### src/rtl/traffic_pkg.sv
// Shared types, default timings and light decoding for the intersection phase controller.
package traffic_pkg;

    typedef enum logic [1:0] {
        PhUpdown = 2'd0,
        PhTurn   = 2'd1,
        PhPed    = 2'd2
    } phase_e;

    typedef enum logic [1:0] {
        StAllRed = 2'd0,
        StGreen  = 2'd1,
        StClear  = 2'd2
    } ctrl_state_e;

    localparam int unsigned DEF_MIN_GREEN    = 8;
    localparam int unsigned DEF_MAX_GREEN    = 32;
    localparam int unsigned DEF_PED_TIME     = 10;
    localparam int unsigned DEF_AMBER_TIME   = 3;
    localparam int unsigned DEF_ALL_RED_TIME = 2;
    localparam int unsigned DEF_CNT_W        = 8;

    typedef struct packed {
        logic up_green;
        logic down_green;
        logic turn_green;
        logic pedestrian_green;
        logic up_amber;
        logic down_amber;
        logic turn_amber;
        logic pedestrian_flash;
    } lights_t;

    // Light pattern for a controller state and the phase group it is serving.
    function automatic lights_t lights_for(ctrl_state_e st, phase_e ph);
        lights_t l;
        l = '0;
        if (st == StGreen) begin
            unique case (ph)
                PhUpdown: begin
                    l.up_green   = 1'b1;
                    l.down_green = 1'b1;
                end
                PhTurn:  l.turn_green       = 1'b1;
                PhPed:   l.pedestrian_green = 1'b1;
                default: l = '0;
            endcase
        end else if (st == StClear) begin
            unique case (ph)
                PhUpdown: begin
                    l.up_amber   = 1'b1;
                    l.down_amber = 1'b1;
                end
                PhTurn:  l.turn_amber       = 1'b1;
                PhPed:   l.pedestrian_flash = 1'b1;
                default: l = '0;
            endcase
        end
        return l;
    endfunction

    function automatic phase_e phase_succ(phase_e ph);
        unique case (ph)
            PhUpdown: return PhTurn;
            PhTurn:   return PhPed;
            default:  return PhUpdown;
        endcase
    endfunction

    // Round-robin after cur, the current phase itself last; UPDOWN when nobody asks.
    function automatic phase_e pick_next(phase_e cur, logic [2:0] demand);
        phase_e c1;
        phase_e c2;
        c1 = phase_succ(cur);
        c2 = phase_succ(c1);
        if (demand[c1]) return c1;
        if (demand[c2]) return c2;
        if (demand[cur]) return cur;
        return PhUpdown;
    endfunction

endpackage

### src/rtl/phase_timer.sv
// Interval down-counter plus saturating elapsed-green counter.
module phase_timer
    import traffic_pkg::*;
#(
    parameter int unsigned CNT_W       = DEF_CNT_W,
    parameter int unsigned MAX_GREEN   = DEF_MAX_GREEN,
    parameter int unsigned RESET_VALUE = DEF_ALL_RED_TIME
) (
    input  logic             clock,
    input  logic             reset,
    input  logic             load,
    input  logic [CNT_W-1:0] load_value,
    input  logic             elapsed_start,
    output logic             done,
    output logic [CNT_W-1:0] elapsed
);

    logic [CNT_W-1:0] count_q;
    logic [CNT_W-1:0] elapsed_q;

    // Interval counter: load on state entry, the state ends on the cycle it reads 1.
    always_ff @(posedge clock) begin
        if (reset) begin
            count_q <= CNT_W'(RESET_VALUE);
        end else if (load) begin
            count_q <= load_value;
        end else if (count_q != '0) begin
            count_q <= count_q - CNT_W'(1);
        end
    end

    // Green cycles so far, counting the entry cycle as 1; parks at MAX_GREEN during rest.
    always_ff @(posedge clock) begin
        if (reset) begin
            elapsed_q <= '0;
        end else if (elapsed_start) begin
            elapsed_q <= CNT_W'(1);
        end else if (elapsed_q < CNT_W'(MAX_GREEN)) begin
            elapsed_q <= elapsed_q + CNT_W'(1);
        end
    end

    assign done    = (count_q == CNT_W'(1));
    assign elapsed = elapsed_q;

endmodule

### src/rtl/signal_phase_ctrl.sv
// Intersection phase controller: sequences UPDOWN, TURN and PED through
// green, clearance and all-red intervals with registered light outputs.
module signal_phase_ctrl
    import traffic_pkg::*;
#(
    parameter int unsigned MIN_GREEN    = DEF_MIN_GREEN,
    parameter int unsigned MAX_GREEN    = DEF_MAX_GREEN,
    parameter int unsigned PED_TIME     = DEF_PED_TIME,
    parameter int unsigned AMBER_TIME   = DEF_AMBER_TIME,
    parameter int unsigned ALL_RED_TIME = DEF_ALL_RED_TIME,
    parameter int unsigned CNT_W        = DEF_CNT_W
) (
    input  logic       clock,
    input  logic       reset,
    input  logic       ped_request,
    input  logic       up_sensor,
    input  logic       down_sensor,
    input  logic       turn_sensor,
    output logic       up_green,
    output logic       down_green,
    output logic       turn_green,
    output logic       pedestrian_green,
    output logic       up_amber,
    output logic       down_amber,
    output logic       turn_amber,
    output logic       pedestrian_flash,
    output logic [1:0] phase
);

    ctrl_state_e      state_q, state_d;
    phase_e           phase_q, phase_d;
    phase_e           next_phase_q, next_phase_d;
    logic             ped_pending_q, ped_pending_d;
    lights_t          lights_q;

    logic             timer_load;
    logic [CNT_W-1:0] timer_value;
    logic             elapsed_start;
    logic             timer_done;
    logic [CNT_W-1:0] elapsed;

    logic [2:0]       demand;
    logic [2:0]       own_mask;
    logic             rival_demand;
    logic             green_done;

    phase_timer #(
        .CNT_W       (CNT_W),
        .MAX_GREEN   (MAX_GREEN),
        .RESET_VALUE (ALL_RED_TIME)
    ) u_timer (
        .clock         (clock),
        .reset         (reset),
        .load          (timer_load),
        .load_value    (timer_value),
        .elapsed_start (elapsed_start),
        .done          (timer_done),
        .elapsed       (elapsed)
    );

    assign demand       = {ped_pending_q, turn_sensor, up_sensor | down_sensor};
    assign own_mask     = 3'b001 << phase_q;
    assign rival_demand = |(demand & ~own_mask);

    // PED green is fixed length; vehicle greens yield only to a rival after MIN_GREEN.
    always_comb begin
        if (phase_q == PhPed) begin
            green_done = timer_done;
        end else begin
            green_done = (elapsed >= CNT_W'(MIN_GREEN)) && rival_demand &&
                         (!(|(demand & own_mask)) || (elapsed >= CNT_W'(MAX_GREEN)));
        end
    end

    // Next-state, timer strobes and pedestrian latch.
    always_comb begin
        state_d       = state_q;
        phase_d       = phase_q;
        next_phase_d  = next_phase_q;
        ped_pending_d = ped_pending_q | ped_request;
        timer_load    = 1'b0;
        timer_value   = '0;
        elapsed_start = 1'b0;
        unique case (state_q)
            StAllRed: begin
                if (timer_done) begin
                    state_d       = StGreen;
                    phase_d       = next_phase_q;
                    elapsed_start = 1'b1;
                    timer_load    = 1'b1;
                    timer_value   = CNT_W'(PED_TIME);
                    // A request sampled on the same edge waits for the next round.
                    if (next_phase_q == PhPed) ped_pending_d = ped_request;
                end
            end
            StGreen: begin
                if (green_done) begin
                    state_d      = StClear;
                    next_phase_d = pick_next(phase_q, demand);
                    timer_load   = 1'b1;
                    timer_value  = CNT_W'(AMBER_TIME);
                end
            end
            StClear: begin
                if (timer_done) begin
                    state_d     = StAllRed;
                    timer_load  = 1'b1;
                    timer_value = CNT_W'(ALL_RED_TIME);
                end
            end
            default: state_d = StAllRed;
        endcase
    end

    // Controller state and registered lights.
    always_ff @(posedge clock) begin
        if (reset) begin
            state_q       <= StAllRed;
            phase_q       <= PhUpdown;
            next_phase_q  <= PhUpdown;
            ped_pending_q <= 1'b0;
            lights_q      <= '0;
        end else begin
            state_q       <= state_d;
            phase_q       <= phase_d;
            next_phase_q  <= next_phase_d;
            ped_pending_q <= ped_pending_d;
            lights_q      <= lights_for(state_d, phase_d);
        end
    end

    assign up_green         = lights_q.up_green;
    assign down_green       = lights_q.down_green;
    assign turn_green       = lights_q.turn_green;
    assign pedestrian_green = lights_q.pedestrian_green;
    assign up_amber         = lights_q.up_amber;
    assign down_amber       = lights_q.down_amber;
    assign turn_amber       = lights_q.turn_amber;
    assign pedestrian_flash = lights_q.pedestrian_flash;
    assign phase            = phase_q;

endmodule

### config.mk
export PLATFORM = sky130hd
export DESIGN_NAME = signal_phase_ctrl
export DESIGN_NICKNAME = d
export VERILOG_FILES = /design/src/rtl/traffic_pkg.sv /design/src/rtl/phase_timer.sv /design/src/rtl/signal_phase_ctrl.sv
export SDC_FILE = /design/constraint.sdc
export NUM_CORES = 1
export LEC_CHECK = 0
export CAP_MARGIN = 40
export CORE_UTILIZATION = 49
export DETAILED_ROUTE_END_ITERATION = 8
export PLACE_DENSITY = 0.79
export RECOVER_POWER = 100
export SETUP_SLACK_MARGIN = 0.1
export SLEW_MARGIN = 20
export SYNTH_ARGS = -nofsm -noshare
export SYNTH_HDL_FRONTEND = slang
export SYNTH_SLANG_ARGS = --single-unit
export TNS_END_PERCENT = 10
### constraint.sdc
create_clock -name clock -period 2.14 [get_ports clock]
set_input_delay 0.321 -clock clock [delete_from_list [all_inputs] [get_ports clock]]
set_output_delay 0.321 -clock clock [all_outputs]
set_load 0.1 [all_outputs]
# Yosys cells after proc, flatten, opt, wreduce, memory -nomap -nowiden
# Index checks and enable logic that the tools add are counted.
[word_totals]
in_bits = 6
word_cells = 115
reg_bits = 31
[op_classes]
shift = 1
muxes = 57
bitwise = 6
reduce_logical = 17
n_eq_ne = 11
n_lt_le_gt_ge = 6
addsub = 2
[ops]
columns = ["op", "n"]
rows = [
  ["2-bit two-way mux", 18],
  ["1-bit two-way mux", 26],
  ["8-bit two-way mux", 3],
  ["4-bit one-hot mux with 3 select lines", 1],
  ["2-bit by 1-bit equality test with 1-bit output, second input constant", 5],
  ["2-bit equality test, second input constant", 5],
  ["2-bit by 3-bit less-than comparator with 1-bit output, second input constant", 3],
  ["3-bit OR reduction", 3],
  ["8-bit by 1-bit adder with 8-bit output, second input constant", 1],
  ["8-bit by 1-bit equality test with 1-bit output, second input constant", 1],
  ["8-bit by 4-bit >= comparator with 1-bit output, second input constant", 1],
  ["8-bit by 6-bit >= comparator with 1-bit output, second input constant", 1],
  ["2-bit logical NOT", 4],
  ["8-bit by 6-bit less-than comparator with 1-bit output, second input constant", 1],
  ["4-bit two-way mux", 2],
  ["2-bit one-hot mux with 2 select lines", 2],
  ["8-bit nonzero test", 1],
  ["8-bit by 1-bit subtractor with 8-bit output, second input constant", 1],
  ["3-bit AND", 2],
  ["1-bit binary-select mux with 2-bit select", 3],
  ["2-bit one-hot mux with 3 select lines", 1],
  ["2-bit nonzero test", 2],
  ["2-bit OR reduction", 2],
  ["3-bit inverter", 1],
  ["8 further kinds", 10],
]

# Logic depth before layout (Yosys ltp)
[depth]
word_depth = 26
mapped_depth = 8

# By module
# From an unflattened synthesis, not the netlist that was laid out.
[hier_totals]
hier_cells = 167
hier_area_um2 = 1467.7
[modules_own_cells]
columns = ["mod", "area_each_um2", "seq_area_each_um2", "n_inst", "cells_per_inst"]
rows = [
  ["phase_timer", 780.7, 320.3, 1, 85],
  ["signal_phase_ctrl", 686.9, 260.2, 1, 82],
]

# Least setup slack after synthesis
# OpenSTA, ideal clock, no wires.
[synth_timing]
path_kind = "reg2reg"
start = "reg phase_q[0], in the netlist phase[0]"
end = "reg u_timer.count_q[1]"
arrival_time_ns = 2.618
n_path_buf = 2
slack_ns = -0.597
stages_incl_launch_ff = 8
required_time_ns = 2.020
cell_sequence = "dfxtp_1 > clkbuf_1 > nor3_1 > or4_1 > and4b_1 > buf_6 > a211o_4 > a211o_1"
[synth_between]
elab_chain_cells = 10
[synth_rtl]
columns = ["item", "line", "text"]
rows = [
  ["start, declared", "signal_phase_ctrl.sv:31", "phase_e phase_q, phase_d;"],
  ["start signal, assigned", "signal_phase_ctrl.sv:119", "phase_q <= PhUpdown;"],
  ["start signal, assigned", "signal_phase_ctrl.sv:125", "phase_q <= phase_d;"],
  ["1-bit by 2-bit << shifter with 3-bit output", "signal_phase_ctrl.sv:62", "assign own_mask = 3'b001 << phase_q;"],
  ["3-bit AND / 3-bit inverter (equally long branches)", "signal_phase_ctrl.sv:71, signal_phase_ctrl.sv:63", ""],
  ["3-bit OR reduction / 3-bit AND (equally long branches)", "signal_phase_ctrl.sv:71, signal_phase_ctrl.sv:63", ""],
  ["1-bit logical NOT / 3-bit OR reduction (equally long branches)", "signal_phase_ctrl.sv:71, signal_phase_ctrl.sv:63", ""],
  ["1-bit logical OR / 1-bit logical AND (equally long branches)", "signal_phase_ctrl.sv:71, signal_phase_ctrl.sv:70", ""],
  ["1-bit logical AND", "signal_phase_ctrl.sv:70", "green_done = (elapsed >= CNT_W'(MIN_GREEN)) && rival_demand &&"],
  ["1-bit two-way mux *", "signal_phase_ctrl.sv:67", "if (phase_q == PhPed) begin"],
  ["2-bit two-way mux / 1-bit two-way mux (equally long branches)", "signal_phase_ctrl.sv:97", "if (green_done) begin"],
  ["4-bit one-hot mux with 3 select lines / 1-bit one-hot mux with 2 select lines (equally long branches)", "signal_phase_ctrl.sv:84", "unique case (state_q)"],
  ["8-bit two-way mux / 2-bit nonzero test (equally long branches)", "n/a", ""],
  ["end signal, assigned", "phase_timer.sv:24", "count_q <= CNT_W'(RESET_VALUE);"],
  ["end signal, assigned", "phase_timer.sv:26", "count_q <= load_value;"],
  ["end signal, assigned", "phase_timer.sv:28", "count_q <= count_q - CNT_W'(1);"],
  ["end, declared", "phase_timer.sv:18", "logic [CNT_W-1:0] count_q;"],
]
# Mark *: on every way between the ends. The rest lies on a longest branch, timed or not.
# A chain may end at the register's enable or synchronous reset.

# Worst setup path after layout
[layout_timing]
start = "reg u_timer.elapsed_q[5], in the netlist u_timer.elapsed[5]"
end = "reg u_timer.count_q[1]"
[layout_between]
elab_chain_cells = 7
[layout_rtl]
columns = ["item", "line", "text"]
rows = [
  ["start, declared", "phase_timer.sv:19", "logic [CNT_W-1:0] elapsed_q;"],
  ["start signal, assigned", "phase_timer.sv:39", "elapsed_q <= elapsed_q + CNT_W'(1);"],
  ["8-bit by 4-bit >= comparator with 1-bit output / 8-bit by 6-bit >= comparator with 1-bit output (equally long branches)", "signal_phase_ctrl.sv:70, signal_phase_ctrl.sv:71", ""],
  ["1-bit logical AND / 1-bit logical OR (equally long branches)", "signal_phase_ctrl.sv:70, signal_phase_ctrl.sv:71", ""],
  ["1-bit logical AND *", "signal_phase_ctrl.sv:70", ""],
  ["1-bit two-way mux *", "signal_phase_ctrl.sv:67", ""],
  ["2-bit two-way mux / 1-bit two-way mux (equally long branches)", "signal_phase_ctrl.sv:97", ""],
  ["4-bit one-hot mux with 3 select lines / 1-bit one-hot mux with 2 select lines (equally long branches)", "signal_phase_ctrl.sv:84", ""],
  ["8-bit two-way mux / 2-bit nonzero test (equally long branches)", "n/a", ""],
]
# Marked as above.

==> results_tabular.tex <==
\begin{tabular}{lr}
\hline
Metric & Value \\
\hline
\multicolumn{2}{l}{\textbf{Outcome}} \\
Status & complete, no violations \\
\multicolumn{2}{l}{\textbf{Clock tree}} \\
Buffers from clock root to sink, at most & 2 \\
Clock sinks & 29 \\
CTS Buf Count & 5 \\
Clock root buffer & sky130\_fd\_sc\_hd\_\_clkbuf\_4 \\
Number of H-tree branching levels & 2 \\
Clock-pin slew on the worst setup and hold paths & roughly 90 ps \\
Clock latency on the worst-skew pair & roughly 330 ps \\
Cts-stage hold buffer count & 0 \\
Clock tree from TritonCTS & built \\
Number of buffers inserted by post-CTS setup repair & 0 \\
\multicolumn{2}{l}{\textbf{Route}} \\
Post-route antenna net violation count & 0 \\
Detailed-route DRC error count & 0 \\
DRC marker count from the first detailed-route iteration & between 40 and 50 \\
Via count of the routed design & between 1000 and 1500 \\
Post-DR vias/cell & 5.78 \\
Total length of routed wires & 3.20 mm \\
WL per Instance & 14.2 µm \\
TritonRoute pass-1 iters & 4 \\
\multicolumn{2}{l}{\textbf{Pwr}} \\
Pwr Density & a little over 1000 nW/µm² \\
Leakage component of the power & about 0.68 nW \\
Worst vdd rail ir drop & approximately 0.00061 V \\
Overall Power & 1.68 mW \\
\multicolumn{2}{l}{\textbf{Finish}} \\
Leading cell types in the layout, fill and taps excluded & 26 x sky130\_fd\_sc\_hd\_\_dfxtp\_1, 20 x sky130\_fd\_sc\_hd\_\_nor2\_1, 14 x sky130\_fd\_sc\_hd\_\_nor3\_1 \\
Layout overhead on the synthesized area & 17.7\% \\
Layout cells sized above 1 & between 10\% and 20\% \\
Fin nets & about 200 \\
Non-filler cells, final & 226 \\
Most frequent standard cell in the layout excluding fill and tap cells & sky130\_fd\_sc\_hd\_\_dfxtp\_1 \\
Diode insertion count for antenna repair & 0 \\
\multicolumn{2}{l}{\textbf{Synthesis}} \\
Syn Area/Cell & approximately 8.4 µm² \\
Flip-flop and latch count after synthesis & 29 \\
Count of flip-flops with a built-in enable after synthesis & 0 \\
Post-synthesis net count & roughly 180 \\
Portion of the post-synthesis area used by sequential elements & between 40\% and 50\% \\
Area of the mapped netlist & approximately 1400 µm² \\
Cell count after synthesis & 168 \\
Post-synthesis simple-gate area fraction & between 20\% and 30\% \\
Post-synthesis compound-gate area fraction & 15.0\% \\
Distinct cells, synth & 42 \\
Async set or reset register ratio after synthesis & 0\% \\
Multiplexer share of the synthesized area & under 10\% \\
Syn. warnings & 0 \\
Adder-cell share of the synthesized area & 3.57\% \\
Prevailing post-synth register cell & sky130\_fd\_sc\_hd\_\_dfxtp\_1 \\
Largest family of logic cells by synthesized area & simple AND/OR/NAND/NOR gates \\
Xor and xnor area share after synthesis & 3.12\% \\
\multicolumn{2}{l}{\textbf{Die}} \\
Initial cell density of the core & around half \\
Die boundary width & approximately 56 µm \\
Area enclosed by the die boundary & between 3000 and 4000 µm² \\
Standard-cell row count & 19 \\
Die height & 55.5 µm \\
Core area & roughly 2700 µm² \\
Count of pins on the block boundary & 16 \\
\multicolumn{2}{l}{\textbf{Global routing}} \\
Global-route wire length before repair & approximately 5.3 mm \\
Pin count of the biggest net entering global routing & 17 \\
Met3 GRT Util & under 10\% \\
Routing layer with the top usage in global route & met2 \\
Residual overflow from global routing & 0 \\
Initial antenna violation count & 0 \\
Grt met1 use & between 20\% and 30\% \\
All-Layer GR Usage & 22.0\% \\
Met2 usage & $\sim$36\% \\
Via count of the first global-routing pass & $\sim$1200 \\
\multicolumn{2}{l}{\textbf{STA}} \\
Upper clock frequency limit & 0.473 GHz \\
Worst hold slack after final layout & slightly below 500 ps \\
Final critical-path share of the clock period & 98.7\% \\
Post-route minimum period & between 2000 and 2500 ps \\
Slew Viols, Final & 0 \\
Number of hold-slack violations in the final timing report & 0 \\
Min setup slack post-route & 27.0 ps \\
Setup repair after global routing missed its margin & yes \\
Clock skew & $\sim$4 ps \\
Transition time at the pin with the least slew margin & roughly 1200 ps \\
Number of failing setup endpoints in the final timing report & 0 \\
Worst slew margin relative to its limit & between 20\% and 30\% \\
\multicolumn{2}{l}{\textbf{Placement}} \\
RD Place Congestion & 0.818 \\
Number of port buffers & 15 \\
Worst slack after detailed placement & -135 ps \\
DP HPWL & 2.33 mm \\
Count of placed standard cells including taps & approximately 220 \\
\multicolumn{2}{l}{\textbf{Worst setup path}} \\
Arrival time worst endpoint & $\sim$2300 ps \\
Internal reg-to-reg setup slack & approximately 27 ps \\
Worst-path cell with the longest stage delay & sky130\_fd\_sc\_hd\_\_or4\_4 \\
Startpoint-to-endpoint class of the critical path & flop to flop \\
Endpoint required time on the critical path & approximately 2400 ps \\
Largest fanout of any net on the critical path & 5 \\
Critical R2R Launch & u\_timer.elapsed[5] \\
Number of cells on the worst reg-to-reg path & 5 \\
Delay of the slowest cell on the worst path & between 400 and 500 ps \\
Critical Path End Type & flop \\
Reg-to-Reg End & u\_timer.count\_q[1] \\
Crit path cell chain & or3\_4 > or4\_4 > and4b\_2 > a211o\_4 > a211o\_1 \\
Kind of start point of the critical path & flop \\
\multicolumn{2}{l}{\textbf{Hold path}} \\
Endpoint with the worst hold slack & u\_timer.elapsed[1] \\
Hold crit path type & flop to flop \\
Startpoint of the tightest hold check path & u\_timer.elapsed[1] \\
Hold Path Cell Cnt & 2 \\
\multicolumn{2}{l}{\textbf{Job}} \\
Max Cap Viol & 0 \\
\hline
\end{tabular}
## power breakdown
group          leakage [nW]  total, mW  switching (mW)  internal (mW)
Clock                0.0320      0.317           0.192          0.125
Sequential            0.238      0.707          0.0894          0.618
Combinational         0.407      0.657           0.406          0.251
Total                 0.677       1.68           0.687          0.994
## worst max-delay path: cells and delay by family, from the launching register on
family          cells  cell delay [ps]
simple gates        3             1140
flops               1              340
compound gates      2              520
## Yosys cell counts (2+ instances only)
| cell type | number | area (µm²) |
|---|---|---|
| sky130_fd_sc_hd__dfxtp_1 | 29 | 581 |
| sky130_fd_sc_hd__nor2_1 | 20 | 75.1 |
| sky130_fd_sc_hd__nor3_1 | 14 | 70.1 |
| sky130_fd_sc_hd__nand2_1 | 13 | 48.8 |
| sky130_fd_sc_hd__a21oi_1 | 10 | 50.1 |
| sky130_fd_sc_hd__inv_1 | 9 | 33.8 |
| sky130_fd_sc_hd__o21ai_0 | 6 | 30.0 |
| sky130_fd_sc_hd__a31oi_1 | 4 | 25.0 |
| sky130_fd_sc_hd__and3_1 | 4 | 25.0 |
| sky130_fd_sc_hd__clkbuf_1 | 4 | 15.0 |
| sky130_fd_sc_hd__ha_1 | 4 | 50.1 |
| sky130_fd_sc_hd__o31ai_1 | 4 | 30.0 |
| sky130_fd_sc_hd__nand3_1 | 3 | 15.0 |
| sky130_fd_sc_hd__nor2b_1 | 3 | 18.8 |
| sky130_fd_sc_hd__or4_1 | 3 | 22.5 |
| sky130_fd_sc_hd__xor2_1 | 3 | 26.3 |
| sky130_fd_sc_hd__buf_4 | 2 | 15.0 |
| sky130_fd_sc_hd__mux2i_1 | 2 | 20.0 |
| sky130_fd_sc_hd__nand2b_1 | 2 | 12.5 |
| sky130_fd_sc_hd__nand4_1 | 2 | 12.5 |
| sky130_fd_sc_hd__nor3b_1 | 2 | 15.0 |
| sky130_fd_sc_hd__nor4_1 | 2 | 12.5 |
| sky130_fd_sc_hd__nor4b_1 | 2 | 17.5 |
| sky130_fd_sc_hd__or3b_2 | 2 | 17.5 |
| sky130_fd_sc_hd__xnor2_1 | 2 | 17.5 |
## worst max path at each step
stage	from	to	slack [ps]	depth (start not counted)
after CTS	u_timer.elapsed[5]	u_timer.count_q[1]	20	5
after floorplan	phase[0]	u_timer.count_q[1]	-30	7
after detailed placement	turn_sensor	next_phase_q[0]	-130	7
after global placement	turn_sensor	u_timer.count_q[1]	-110	6
after global routing	u_timer.elapsed[5]	u_timer.count_q[1]	-30	5
final	u_timer.elapsed[5]	u_timer.count_q[1]	30	5
## metal layers
metal / routed length [µm] / share of wire [%]
met1: 1450 / 45
met2: 1520 / 48
met3: 177 / 5.5
met4: 48 / 1.5
met5: 0 / 0
## metrics by stage
| stage | utilization [%] | TNS [ps] | cell area [µm²] |
|---|---|---|---|
| floorplan | - | -31.1 | 1420 |
| global placement | 59.3 | -350 | 1620 |
| detailed placement | 59.3 | -573 | 1620 |
| CTS | 61.6 | 0 | 1680 |
| global route | 60.5 | -54.9 | 1650 |
| finish | 60.5 | 0 | 1650 |
## cell families (layout without fill, tap and decap cells)
| family | count (synthesis) | after routing |
|---|---|---|
| AOI/OAI and AO/OA | 32 | 32 |
| xor gates and xnor gates | 5 | 5 |
| and+or+nand+nor | 79 | 79 |
| muxes | 2 | 2 |
| buffers and inverters | 17 | 44 |
| adders and majority gates | 4 | 4 |
| DFF | 29 | 29 |
## cell type report
| cell class | instances | area, µm² |
|---|---|---|
| clock buffer | 6 | 41.3 |
| multi-input combinational | 122 | 761 |
| timing repair buffer | 27 | 179 |
| tap | 31 | 38.8 |
| sequential | 29 | 589 |
| fill | 244 | 1080 |
| clock inverter | 2 | 10.0 |
| inverter | 9 | 33.8 |
## registers in the layout, indices dropped and copies added, names as in the netlist, 2 cells and up
register / flops
next_phase_q: 2
phase: 2
u_timer.count_q: 8
state_q: 2
u_timer.elapsed: 8
## repair_timing
action,in CTS,in global routing
gates resized for setup,4,5
hold endpoints to repair,0,0
endpoints found under the setup margin,5,14
Power figures use the tool's default switching activity.
